<file path="config.mk">
export PLATFORM = sky130hd
export DESIGN_NAME = ram_rr_arbiter_flat
export DESIGN_NICKNAME = d
export VERILOG_FILES = /design/src/rtl/ram_arb_pkg.sv /design/src/rtl/ram_rr_arbiter_if.sv /design/src/rtl/ram_rr_arbiter_rr_pick2.sv /design/src/rtl/ram_rr_arbiter.sv /design/src/flat_wrapper.sv
export SDC_FILE = /design/constraint.sdc
export NUM_CORES = 1
export LEC_CHECK = 0
export CORE_MARGIN = 2
export CORE_UTILIZATION = 41
export DETAILED_ROUTE_END_ITERATION = 8
export PLACE_DENSITY_LB_ADDON = 0.12
export RECOVER_POWER = 50
export SYNTH_ARGS = -nofsm -noshare
export SYNTH_HDL_FRONTEND = slang
export SYNTH_SLANG_ARGS = --single-unit
</file>
<file path="constraint.sdc">
create_clock -name clk -period 1.9 [get_ports clk]
set_clock_uncertainty 0.1 [all_clocks]
set_input_delay 0.57 -clock clk [delete_from_list [all_inputs] [get_ports clk]]
set_output_delay 0.57 -clock clk [all_outputs]
set_load 0.1 [all_outputs]
</file>
<file path="src/rtl/ram_arb_pkg.sv">
// Shared types and constants for the RAM round-robin arbiter:
// FSM states, default widths, port index type, last_grant reset value.
package ram_arb_pkg;

  localparam int AW_DEF = 8;
  localparam int DW_DEF = 8;

  typedef enum logic [1:0] {
    IDLE  = 2'd0,
    ISSUE = 2'd1,
    RESP  = 2'd2
  } state_t;

  typedef logic port_idx_t;

  // Reset to port 1 so that port 0 wins the first tie after reset.
  localparam port_idx_t LAST_GRANT_RST = 1'b1;

endpackage

</file>
<file path="src/rtl/ram_rr_arbiter_if.sv">
// One requester's command/response bundle. The requester drives it
// through the master modport; the arbiter serves it through the slave modport.
interface ram_rr_arbiter_if #(
  parameter int AW = 8,
  parameter int DW = 8
);

  logic          req;
  logic          we;
  logic [AW-1:0] addr;
  logic [DW-1:0] wdata;
  logic          ack;
  logic [DW-1:0] rdata;

  modport master (
    output req, we, addr, wdata,
    input  ack, rdata
  );

  modport slave (
    input  req, we, addr, wdata,
    output ack, rdata
  );

endinterface

</file>
<file path="src/rtl/ram_rr_arbiter_rr_pick2.sv">
// Combinational two-way winner select. Round-robin on ties by default;
// defining ARB_FIXED_PRIO_EN makes port 0 always win ties.
module rr_pick2
  import ram_arb_pkg::*;
(
  input  logic      req0,
  input  logic      req1,
  input  port_idx_t last_grant,
  output logic      valid,
  output port_idx_t winner
);

  always_comb begin
    // NOTE: every output gets a default first, so no path can infer a latch.
    valid  = req0 | req1;
    winner = 1'b0;
    if (req0 && req1) begin
`ifdef ARB_FIXED_PRIO_EN
      winner = 1'b0;
`else
      winner = ~last_grant;
`endif
    end else if (req1) begin
      winner = 1'b1;
    end
  end

endmodule

</file>
<file path="src/rtl/ram_rr_arbiter.sv">
// Two-requester arbiter/sequencer for a single-port synchronous RAM (1-cycle
// read latency). Optional ARB_FIXED_PRIO_EN switches ties to fixed priority.
module ram_rr_arbiter
  import ram_arb_pkg::*;
#(
  parameter int AW = AW_DEF,
  parameter int DW = DW_DEF
) (
  input  logic          clk,
  input  logic          rst_n,
  ram_rr_arbiter_if.slave port0,
  ram_rr_arbiter_if.slave port1,
  output logic [AW-1:0] ram_addr,
  output logic [DW-1:0] ram_din,
  output logic          ram_wren,
  input  logic [DW-1:0] ram_q,
  output logic          busy
);

  state_t    state;
  port_idx_t sel;
  port_idx_t last_grant;
  logic      is_read;
  logic      grant_valid;
  port_idx_t winner;

  rr_pick2 u_pick (
    .req0       (port0.req),
    .req1       (port1.req),
    .last_grant (last_grant),
    .valid      (grant_valid),
    .winner     (winner)
  );

  // NOTE: sequential state uses non-blocking assignments only, so every
  // register samples pre-edge values regardless of statement order.
  always_ff @(posedge clk or negedge rst_n) begin
    if (!rst_n) begin
      state       <= IDLE;
      sel         <= 1'b0;
      last_grant  <= LAST_GRANT_RST;
      is_read     <= 1'b0;
      ram_addr    <= '0;
      ram_din     <= '0;
      ram_wren    <= 1'b0;
      busy        <= 1'b0;
      port0.ack   <= 1'b0;
      port1.ack   <= 1'b0;
      port0.rdata <= '0;
      port1.rdata <= '0;
    end else begin
      port0.ack <= 1'b0;
      port1.ack <= 1'b0;
      case (state)
        IDLE: begin
          if (grant_valid) begin
            sel        <= winner;
            last_grant <= winner;
            if (winner) begin
              ram_addr <= port1.addr;
              ram_din  <= port1.wdata;
              ram_wren <= port1.we;
              is_read  <= ~port1.we;
            end else begin
              ram_addr <= port0.addr;
              ram_din  <= port0.wdata;
              ram_wren <= port0.we;
              is_read  <= ~port0.we;
            end
            busy  <= 1'b1;
            state <= ISSUE;
          end else begin
            ram_wren <= 1'b0;
          end
        end
        ISSUE: begin
          // RAM captures the command on this edge; the write pulse ends here.
          ram_wren <= 1'b0;
          state    <= RESP;
        end
        RESP: begin
          if (sel) begin
            port1.ack <= 1'b1;
            if (is_read) port1.rdata <= ram_q;
          end else begin
            port0.ack <= 1'b1;
            if (is_read) port0.rdata <= ram_q;
          end
          busy  <= 1'b0;
          state <= IDLE;
        end
        default: begin
          ram_wren <= 1'b0;
          busy     <= 1'b0;
          state    <= IDLE;
        end
      endcase
    end
  end

endmodule

</file>
<file path="src/flat_wrapper.sv">
// flat-port wrapper written by rule: the top's interface ports become plain ports
module ram_rr_arbiter_flat import ram_arb_pkg::*;
#(
  parameter int AW = AW_DEF,
  parameter int DW = DW_DEF
)
  (clk, rst_n, ram_addr, ram_din, ram_wren, ram_q, busy, port0_req, port0_we, port0_addr, port0_wdata, port0_ack, port0_rdata, port1_req, port1_we, port1_addr, port1_wdata, port1_ack, port1_rdata);
  ram_rr_arbiter_if #(.AW(AW), .DW(DW)) port0_i ();
  ram_rr_arbiter_if #(.AW(AW), .DW(DW)) port1_i ();
  input  logic clk;
  input  logic rst_n;
  output logic [AW-1:0] ram_addr;
  output logic [DW-1:0] ram_din;
  output logic ram_wren;
  input  logic [DW-1:0] ram_q;
  output logic busy;
  input wire logic [$bits(port0_i.req)-1:0] port0_req;
  input wire logic [$bits(port0_i.we)-1:0] port0_we;
  input wire logic [$bits(port0_i.addr)-1:0] port0_addr;
  input wire logic [$bits(port0_i.wdata)-1:0] port0_wdata;
  output wire logic [$bits(port0_i.ack)-1:0] port0_ack;
  output wire logic [$bits(port0_i.rdata)-1:0] port0_rdata;
  input wire logic [$bits(port1_i.req)-1:0] port1_req;
  input wire logic [$bits(port1_i.we)-1:0] port1_we;
  input wire logic [$bits(port1_i.addr)-1:0] port1_addr;
  input wire logic [$bits(port1_i.wdata)-1:0] port1_wdata;
  output wire logic [$bits(port1_i.ack)-1:0] port1_ack;
  output wire logic [$bits(port1_i.rdata)-1:0] port1_rdata;
  assign port0_i.req = port0_req;
  assign port0_i.we = port0_we;
  assign port0_i.addr = port0_addr;
  assign port0_i.wdata = port0_wdata;
  assign port0_ack = port0_i.ack;
  assign port0_rdata = port0_i.rdata;
  assign port1_i.req = port1_req;
  assign port1_i.we = port1_we;
  assign port1_i.addr = port1_addr;
  assign port1_i.wdata = port1_wdata;
  assign port1_ack = port1_i.ack;
  assign port1_rdata = port1_i.rdata;
  ram_rr_arbiter #(.AW(AW), .DW(DW)) u_core (.clk(clk), .rst_n(rst_n), .port0(port0_i), .port1(port1_i), .ram_addr(ram_addr), .ram_din(ram_din), .ram_wren(ram_wren), .ram_q(ram_q), .busy(busy));
endmodule
</file>
**Yosys cells after proc, flatten, opt, wreduce, memory -nomap -nowiden**

Cells that the tools add are included.

- Register bits after elaboration: 41
- Bits of input ports: 46
- Output and inout bits: 36

- Eq/ne operators: 3
- Multiplexer cells: 16
- Bitwise logic cells: 6
- Reductions and logical operators: 6

Operators by type and width:

| cell | count |
|---|---|
| 8-bit two-way mux | 2 |
| 1-bit two-way mux | 10 |
| 3-bit AND reduction | 2 |
| 1-bit inverter | 5 |
| 1-bit one-hot mux with 2 select lines | 2 |
| 2-bit one-hot mux with 2 select lines | 1 |
| 2-bit AND reduction | 2 |
| 2-bit by 1-bit equality test with 1-bit output (second input constant) | 1 |
| 2-bit equality test (second input constant) | 1 |
| 2-bit zero test | 1 |
| 2-bit two-way mux | 1 |
| 2-bit by 1-bit inequality test with 1-bit output (second input constant) | 1 |
| 1-bit logical AND | 1 |
| 1-bit OR | 1 |

**Depth between registers and ports, before layout**

Gate-level depths: netlist of the first run.

- Depth after elaboration: 5
- Depth in mapped cells: 5
- Gate-level depth less buffers: 4

**By module**

A second synthesis of the first run with hierarchy kept.

- Cells, all modules: 111
- Area, all modules: 1,785.5 um^2

By module, submodules not included:

| module | instances | cells an instance | area an instance (um^2) | seq. area each (um^2) |
|---|---|---|---|---|
| ram_rr_arbiter | 1 | 109 | 1,771.7 | 1,027.2 |
| rr_pick2 | 1 | 2 | 13.8 | 0.0 |

**Least setup slack after synthesis of the first run**

No wires, ideal clock.

- Path type: input to register
- Start: input port port1_req
- End: register u_core.ram_addr[1]
- Arrival: 1.529 ns
- Required time: 1.674 ns
- Slack: 0.145 ns
- Stages on the path: 5
- Buffers on the path: 2
- Path through: a21boi_2 buf_6 buf_12 mux2_4 mux2_4

- Longest elaborated chain between the ends: 3
- Elaborated cells on any way between the ends: 6
- Classes of those cells: mux (3); bitwise (1); reduce/logical (2)

RTL lines:

| item | line | RTL |
|---|---|---|
| start, declared | flat_wrapper.sv:23 | `input wire logic [$bits(port1_i.req)-1:0] port1_req;` |
| 1-bit two-way mux / 1-bit logical AND (equally long branches) | ram_rr_arbiter_rr_pick2.sv:23, ram_rr_arbiter_rr_pick2.sv:17 |  |
| 1-bit two-way mux | ram_rr_arbiter_rr_pick2.sv:17 | `if (req0 && req1) begin` |
| 8-bit two-way mux | ram_rr_arbiter.sv:59 | `if (winner) begin` |
| end signal, assigned | ram_rr_arbiter.sv:60 | `ram_addr <= port1.addr;` |
| end signal, assigned | ram_rr_arbiter.sv:65 | `ram_addr <= port0.addr;` |
| end, declared | ram_rr_arbiter.sv:13 | `output logic [AW-1:0] ram_addr,` |

Several ways; a longest one is shown, not always the timed one.
A chain may end at the register's enable or synchronous reset.

**Worst setup path after layout of the first run**

- Start: input port port0_req
- End: register u_core.ram_din[2]

- Longest elaborated chain between the ends: 3
- Elaborated cells on any way between the ends: 5
- Classes of those cells: mux (2); bitwise (1); reduce/logical (2)

RTL lines:

| item | line | RTL |
|---|---|---|
| start, declared | flat_wrapper.sv:17 | `input wire logic [$bits(port0_i.req)-1:0] port0_req;` |
| 1-bit logical AND | ram_rr_arbiter_rr_pick2.sv:17 |  |
| 1-bit two-way mux | ram_rr_arbiter_rr_pick2.sv:17 |  |
| 8-bit two-way mux | ram_rr_arbiter.sv:59 |  |
| end signal, assigned | ram_rr_arbiter.sv:61 | `ram_din <= port1.wdata;` |
| end signal, assigned | ram_rr_arbiter.sv:66 | `ram_din <= port0.wdata;` |
| end, declared | ram_rr_arbiter.sv:14 | `output logic [DW-1:0] ram_din,` |

Several ways; a longest one is shown, not always the timed one.

==> results.tsv, run 1 <==
stage	metric	value	unit
run_status	status	finished, final reports clean	
layout	Ant. Diodes	0	
die	Die Wd	70.25	µm
logic_synthesis	Syn Area/Cell	16.06	µm²
route	TritonRoute pass-1 iters	4	
die	core box area	0.004294	mm²
clocking	clk slew on worst S/H paths	0.08	ns
route	Met3 Wirelength	294	µm
route	DRC	0	
route	Highest Signal Layer	met4	
layout	Reg area	0.001027	mm²
route	ANT nets after route	0	
route	DR WL/cell	16.67	µm
global_route	global-route wire length before repair	7065	µm
global_route	number of global-route vias before repair	1461	
global_route	pin count of the biggest net entering global routing	28	
clocking	CTS tree	done	
logic_synthesis	Synth Warn #	0	
route	WL met2	2291	µm
logic_synthesis	flops & latches, synth	41	
place	RD Place Congestion	0.7953	
logic_synthesis	synthesized area	0.001799	mm²
layout	fraction of layout cells with a size suffix above 1	0.5097	
clocking	Num CTS Buffers	5	
route	routed length on met1	1697	µm
layout	area delta synth->final	67.66	%
route	total number of vias	1231	
critical_path	Critical Path AT	1.84	ns
die	die area	0.004934	mm²
timing	slew at the pin closest to its max-slew limit	0.8692	ns
flow_run	Max Cap Violations	0	
critical_path	critical path class	in2reg	
logic_synthesis	post-synth cell types	18	
clocking	root buffer cell	clkbuf_8	
route	Initial DRC Count	17	
critical_path	worst r2r src	u_core.state[0]	
critical_path	R2R Path End	u_core.port0.rdata[4]	
logic_synthesis	register area share after synthesis	0.5709	
timing	max frequency	564.7	MHz
place	Post-Place Setup Slack	-0.3782	ns
critical_path	worst-path fanout max	7	
critical_path	Worst setup EP type	flip-flop	
die	die height	70.25	µm
clocking	H-tree levels	2	
die	Starting Density	0.4190	
global_route	initial antenna violation count	0	
timing	Slew Limit Fails	0	
clocking	Clock Latency Late Sink	0.28	ns
global_route	GRT overflow	0	
critical_path	CP required	1.96	ns
clocking	cts hold-fix bufs	0	
critical_path	CP startpoint kind	primary input	
route	DR vias/cell	4.771	
global_route	GRT Overall Usage	0.1862	
layout	area of the multi-input gates	715.7	µm²
clocking	Max clock buf depth	2	
die	# rows	24	
timing	Final Setup Violations	0	
logic_synthesis	Mapped Cells	112	
timing	Final WS setup	0.1290	ns
layout	Fill cells	322	
hold_path	Worst Hold Class	in2async	
timing	Rel. slew slack	0.4206	
timing	Final Hold Fails	0	
place	HPWL after DPL	3366	µm
clocking	CTS Sinks	41	
route	WL final	4302	µm
die	I/O pin total	82	
critical_path	r2r setup slk	0.18	ns
place	port bufs	81	
layout	fin nets	252	
timing	RSZ-0062 raised after global routing	no	
logic_synthesis	syn_nets	158	
timing	crit path time final	1.771	ns
critical_path	Worst R2R Path Depth	3	
timing	period utilization	0.9321	
## what timing repair did
item,CTS,global route
endpoints found under the setup margin,14,0
gates resized for setup,7,0
setup buffers,0,0
## flip-flops by register name (all words and copies together) (netlist names)
register and flops:
u_core.ram_addr 8, u_core.last_grant 1, u_core.port1.ack 1, u_core.ram_wren 1, u_core.busy 1, u_core.port0.rdata 8, u_core.is_read 1, u_core.sel 1
u_core.port0.ack 1, u_core.state 2, u_core.ram_din 8, u_core.port1.rdata 8
## layer usage
layer / GRT usage / vias to the layer above
li1: - / 581
met1: 0.2085 / 597
met2: 0.3417 / 51
met3: 0.05772 / 2
met4: 0.04487 / 0
met5: 0 / -
## how the worst max path moves through the flow
stage / start / to
after CTS: port0_req / u_core.ram_din[2]
after floorplan: port1_req / u_core.ram_addr[1]
after detailed placement: port1_req / u_core.ram_addr[4]
after global placement: port1_req / u_core.ram_din[5]
after global routing: rst_n / u_core.port0.rdata[2]
final: port0_req / u_core.ram_din[2]
## layout by cell type (no fill, tap or decap)
| cell | n |
|---|---|
| buf_6 | 3 |
| buf_4 | 6 |
| clkdlybuf4s50_1 | 42 |
| clkbuf_2 | 1 |
| mux2_2 | 37 |
| nor2_1 | 1 |
| dfrtp_1 | 40 |
| o21ai_0 | 3 |
| nor2b_1 | 2 |
| mux2i_1 | 1 |
| a21boi_4 | 1 |
| dfstp_2 | 1 |
| nor3b_1 | 1 |
| and2_1 | 2 |
| inv_1 | 2 |
| nand3_1 | 1 |
| buf_2 | 9 |
| dlygate4sd2_1 | 2 |
| clkbuf_1 | 3 |
| mux2_4 | 14 |
| nand2_1 | 1 |
| buf_12 | 27 |
| clkbuf_8 | 6 |
## cell type report
class | count | share of cell area
clock buffer | 7 | 0.02862
inverter | 2 | 0.002489
multi-input combinational | 64 | 0.2372
sequential | 41 | 0.3405
tap | 52 | 0.02157
timing repair buffer | 92 | 0.3696
## worst max-delay path, stage by stage
cell and delay (ns):
dlygate4sd2_1 0.27, a21boi_4 0.24, buf_6 0.19, mux2_4 0.31
mux2_4 0.26
## cell usage after synthesis, drive strengths merged
cell | count | share of area
mux2 | 51 | 0.35
dfrtp | 40 | 0.56
buf | 5 | 0.029
o21ai | 3 | 0.0083
and2 | 2 | 0.0070
inv | 2 | 0.0042
nor2b | 2 | 0.0070
a21boi | 1 | 0.0063
dfstp | 1 | 0.015
mux2i | 1 | 0.0056
nand2 | 1 | 0.0021
nand3 | 1 | 0.0056
nor2 | 1 | 0.0021
nor3b | 1 | 0.0042
## through the flow
stage / setup TNS (ns) / util / hold slack [ns] / area, µm² / cells
after floorplan: 0 / - / 0.1744 / 1799 / 112
after CTS: 0 / 0.7398 / 0.1125 / 3177 / 258
after detailed placement: -6.281 / 0.7142 / 0.3929 / 3067 / 250
after global placement: -6.027 / 0.7142 / 0.3705 / 3067 / 250
final: 0 / 0.7025 / 0.2752 / 3017 / 258
after global routing: 0 / 0.7025 / 0.3303 / 3017 / 258
## logic make-up (layout without fill, tap and decap cells)
| logic type | count (synthesis) | in the layout | synth area share |
|---|---|---|---|
| muxes | 52 | 52 | 0.3540 |
| DFF | 41 | 41 | 0.5709 |
| and+or+nand+nor | 8 | 8 | 0.02781 |
| buffers and inverters | 7 | 101 | 0.03268 |
| AOI/OAI and AO/OA | 4 | 4 | 0.01460 |
Power of run 1 is not shown: default switching activity piles up to over one toggle a cycle in this logic, so the estimate is an artifact.
==> inputs of run 2 (changes only) <==
- CTS_CLUSTER_SIZE: not set -> 25
==> results of run 2 <==
The final DEF is identical to that of run 1; final timing and power are the same.
Power of run 2 is left out for the same reason.
==> inputs of run 3 (changes only) <==
- CAP_MARGIN: not set -> 0
- GPL_TIMING_DRIVEN: not set -> 0
==> run 3 against run 2 <==
Net effect:
- non-clock buffer count is 2 lower
- routed wire length is 14% lower
- global-route usage is 2.5 points lower
- first-iteration DRC count is 65% higher
- register-to-register slack worse by 0.02 ns
- largest cell class is now sequential cells
- critical endpoint is now port0_rdata[7]
==> results.tsv, run 3 (synthesized netlist as in run 1, its figures left out) <==
stage	metric	value	unit	change
route	WL final	3721	µm	was 4302 µm
layout	fin nets	250		was 252
route	DR WL/cell	14.54	µm	was 16.67 µm
clocking	H-tree levels	2		unchanged
layout	leading cell type in the layout, fill and taps excluded	clkdlybuf4s50_1		unchanged
place	port bufs	81		unchanged
clocking	Max clock buf depth	2		unchanged
run_status	status	finished, final reports clean		unchanged
timing	Rel. slew slack	0.3419		was 0.4206
timing	Final Setup Violations	0		unchanged
critical_path	critical-path cell list	clkdlybuf4s15_2		was dlygate4sd2_1, a21boi_4, buf_6, mux2_4, mux2_4
clocking	Clock Latency Late Sink	0.28	ns	about the same
critical_path	Critical Path Start	u_core.port0.rdata[7]		was port0_req
critical_path	delay-heaviest family, CP	buffers and inverters		was multiplexers
global_route	global-route wire length before repair	6237	µm	was 7065 µm
timing	crit path time final	1.874	ns	was 1.771 ns
route	Initial DRC Count	28		was 17
clocking	cts hold-fix bufs	0		unchanged
flow_run	Max Cap Violations	0		unchanged
critical_path	Crit path depth	1		was 5
critical_path	r2r setup slk	0.16	ns	was 0.18 ns
timing	RSZ-0062 raised after global routing	no		unchanged
timing	max frequency	533.5	MHz	was 564.7 MHz
critical_path	R2R Path End	u_core.ram_din[1]		was u_core.port0.rdata[4]
route	DRC	0		unchanged
die	die area	0.004934	mm²	unchanged
critical_path	Worst setup EP type	primary output		was flip-flop
place	HPWL after DPL	2777	µm	was 3366 µm
global_route	GRT overflow	0		unchanged
hold_path	Worst Hold Class	in2async		unchanged
clocking	root buffer cell	clkbuf_8		unchanged
clocking	clk slew on worst S/H paths	0.07	ns	was 0.08 ns
critical_path	worst r2r src	u_core.last_grant		was u_core.state[0]
timing	Final WS setup	0.02571	ns	was 0.1290 ns
route	TritonRoute pass-1 iters	4		unchanged
critical_path	CP required	1.23	ns	was 1.96 ns
die	I/O pin total	82		unchanged
critical_path	CP bufs+invs	1		was 2
global_route	number of global-route vias before repair	1334		was 1461
critical_path	Critical Path AT	1.20	ns	was 1.84 ns
critical_path	largest stage delay on the critical path	0.56	ns	was 0.31 ns
die	Die Wd	70.25	µm	unchanged
critical_path	worst-path fanout max	2		was 7
clocking	CTS Sinks	41		unchanged
place	RD Place Congestion	0.7599		was 0.7953
place	Post-Place Setup Slack	-0.4661	ns	was -0.3782 ns
die	Starting Density	0.4190		unchanged
layout	area delta synth->final	56.40	%	was 67.66%
critical_path	CP startpoint kind	flip-flop		was primary input
die	# rows	24		unchanged
global_route	pin count of the biggest net entering global routing	42		was 28
die	core box area	0.004294	mm²	unchanged
timing	period utilization	0.9865		was 0.9321
timing	Slew Limit Fails	0		unchanged
timing	slew at the pin closest to its max-slew limit	0.9871	ns	was 0.8692 ns
route	DR vias/cell	4.875		was 4.771
route	ANT nets after route	0		unchanged
die	die height	70.25	µm	unchanged
critical_path	Worst R2R Path Depth	5		was 3
clocking	CTS tree	done		unchanged
critical_path	critical path class	reg2out		was in2reg
layout	Ant. Diodes	0		unchanged
route	total number of vias	1248		was 1231
timing	Final Hold Fails	0		unchanged
clocking	Num CTS Buffers	5		unchanged
critical_path	Worst path slowest cell	clkdlybuf4s15_2		was mux2_4
global_route	GRT Overall Usage	0.1613		was 0.1862
global_route	initial antenna violation count	0		unchanged
layout	fraction of layout cells with a size suffix above 1	0.5147		was 0.5097
layout	most frequent cells in the layout	clkdlybuf4s50_1, dfrtp_1, mux2_2, clkdlybuf4s18_2, clkdlybuf4s15_2		was clkdlybuf4s50_1, dfrtp_1, mux2_2, buf_12, mux2_4
[run 3: cell count changes in the layout (fill, tap and decap cells not counted), moves of 2 or more]
cell / change
buf_12: -25
clkdlybuf4s15_2: +16
buf_2: -4
buf_6: -2
buf_4: -3
clkbuf_1: -2
clkdlybuf4s18_2: +16
[run 3: worst max-delay path by stage]
stage / endpoint
after floorplan: u_core.ram_addr[1]
after global placement: u_core.port0.rdata[2]
after detailed placement: u_core.ram_din[0]
after CTS: ram_din[6]
after global routing: ram_addr[5]
final: port0_rdata[7]
[run 3: cell type report]
class                           count  area (µm²)
Timing Repair Buffer               85       870.8
Inverter                            2       7.507
Buffer                              5       48.80
Sequential cell                    41        1027
Clock buffer                        7       86.33
Fill cell                         326        1480
Tap cell                           52       65.06
Multi-Input combinational cell     64       708.2
[run 3: metal layers]
metal / wire length (µm) / GRT usage / part of all wire / vias up
met5: 0 / 0 / 0 / -
met4: 40 / 0.04915 / 0.011 / 0
met3: 292 / 0.05483 / 0.078 / 5
met2: 1902 / 0.2788 / 0.51 / 52
met1: 1485 / 0.1881 / 0.40 / 615
li1: - / - / - / 576
[run 3: stage by stage]
| stage | utilization | std cells | setup TNS [ns] | instance area (µm²) | hold slack (ns) |
|---|---|---|---|---|---|
| after global routing | 0.6553 | 256 | 0 | 2814 | 0.4055 |
| final | 0.6553 | 256 | 0 | 2814 | 0.3373 |
| after CTS | 0.6672 | 256 | 0 | 2865 | 0.3363 |
| after floorplan | - | 112 | 0 | 1799 | 0.1744 |
| after global placement | 0.6230 | 245 | -46.74 | 2675 | 0.3667 |
| after detailed placement | 0.6218 | 245 | -15.64 | 2670 | 0.3867 |
[run 3: timing repair]
item	in CTS	in global routing
setup buffers	3	0
gates cloned	1	0
resized for setup	111	23
pin swaps	1	0
endpoints found under the setup margin	52	20
Power of run 3 is left out for the same reason.
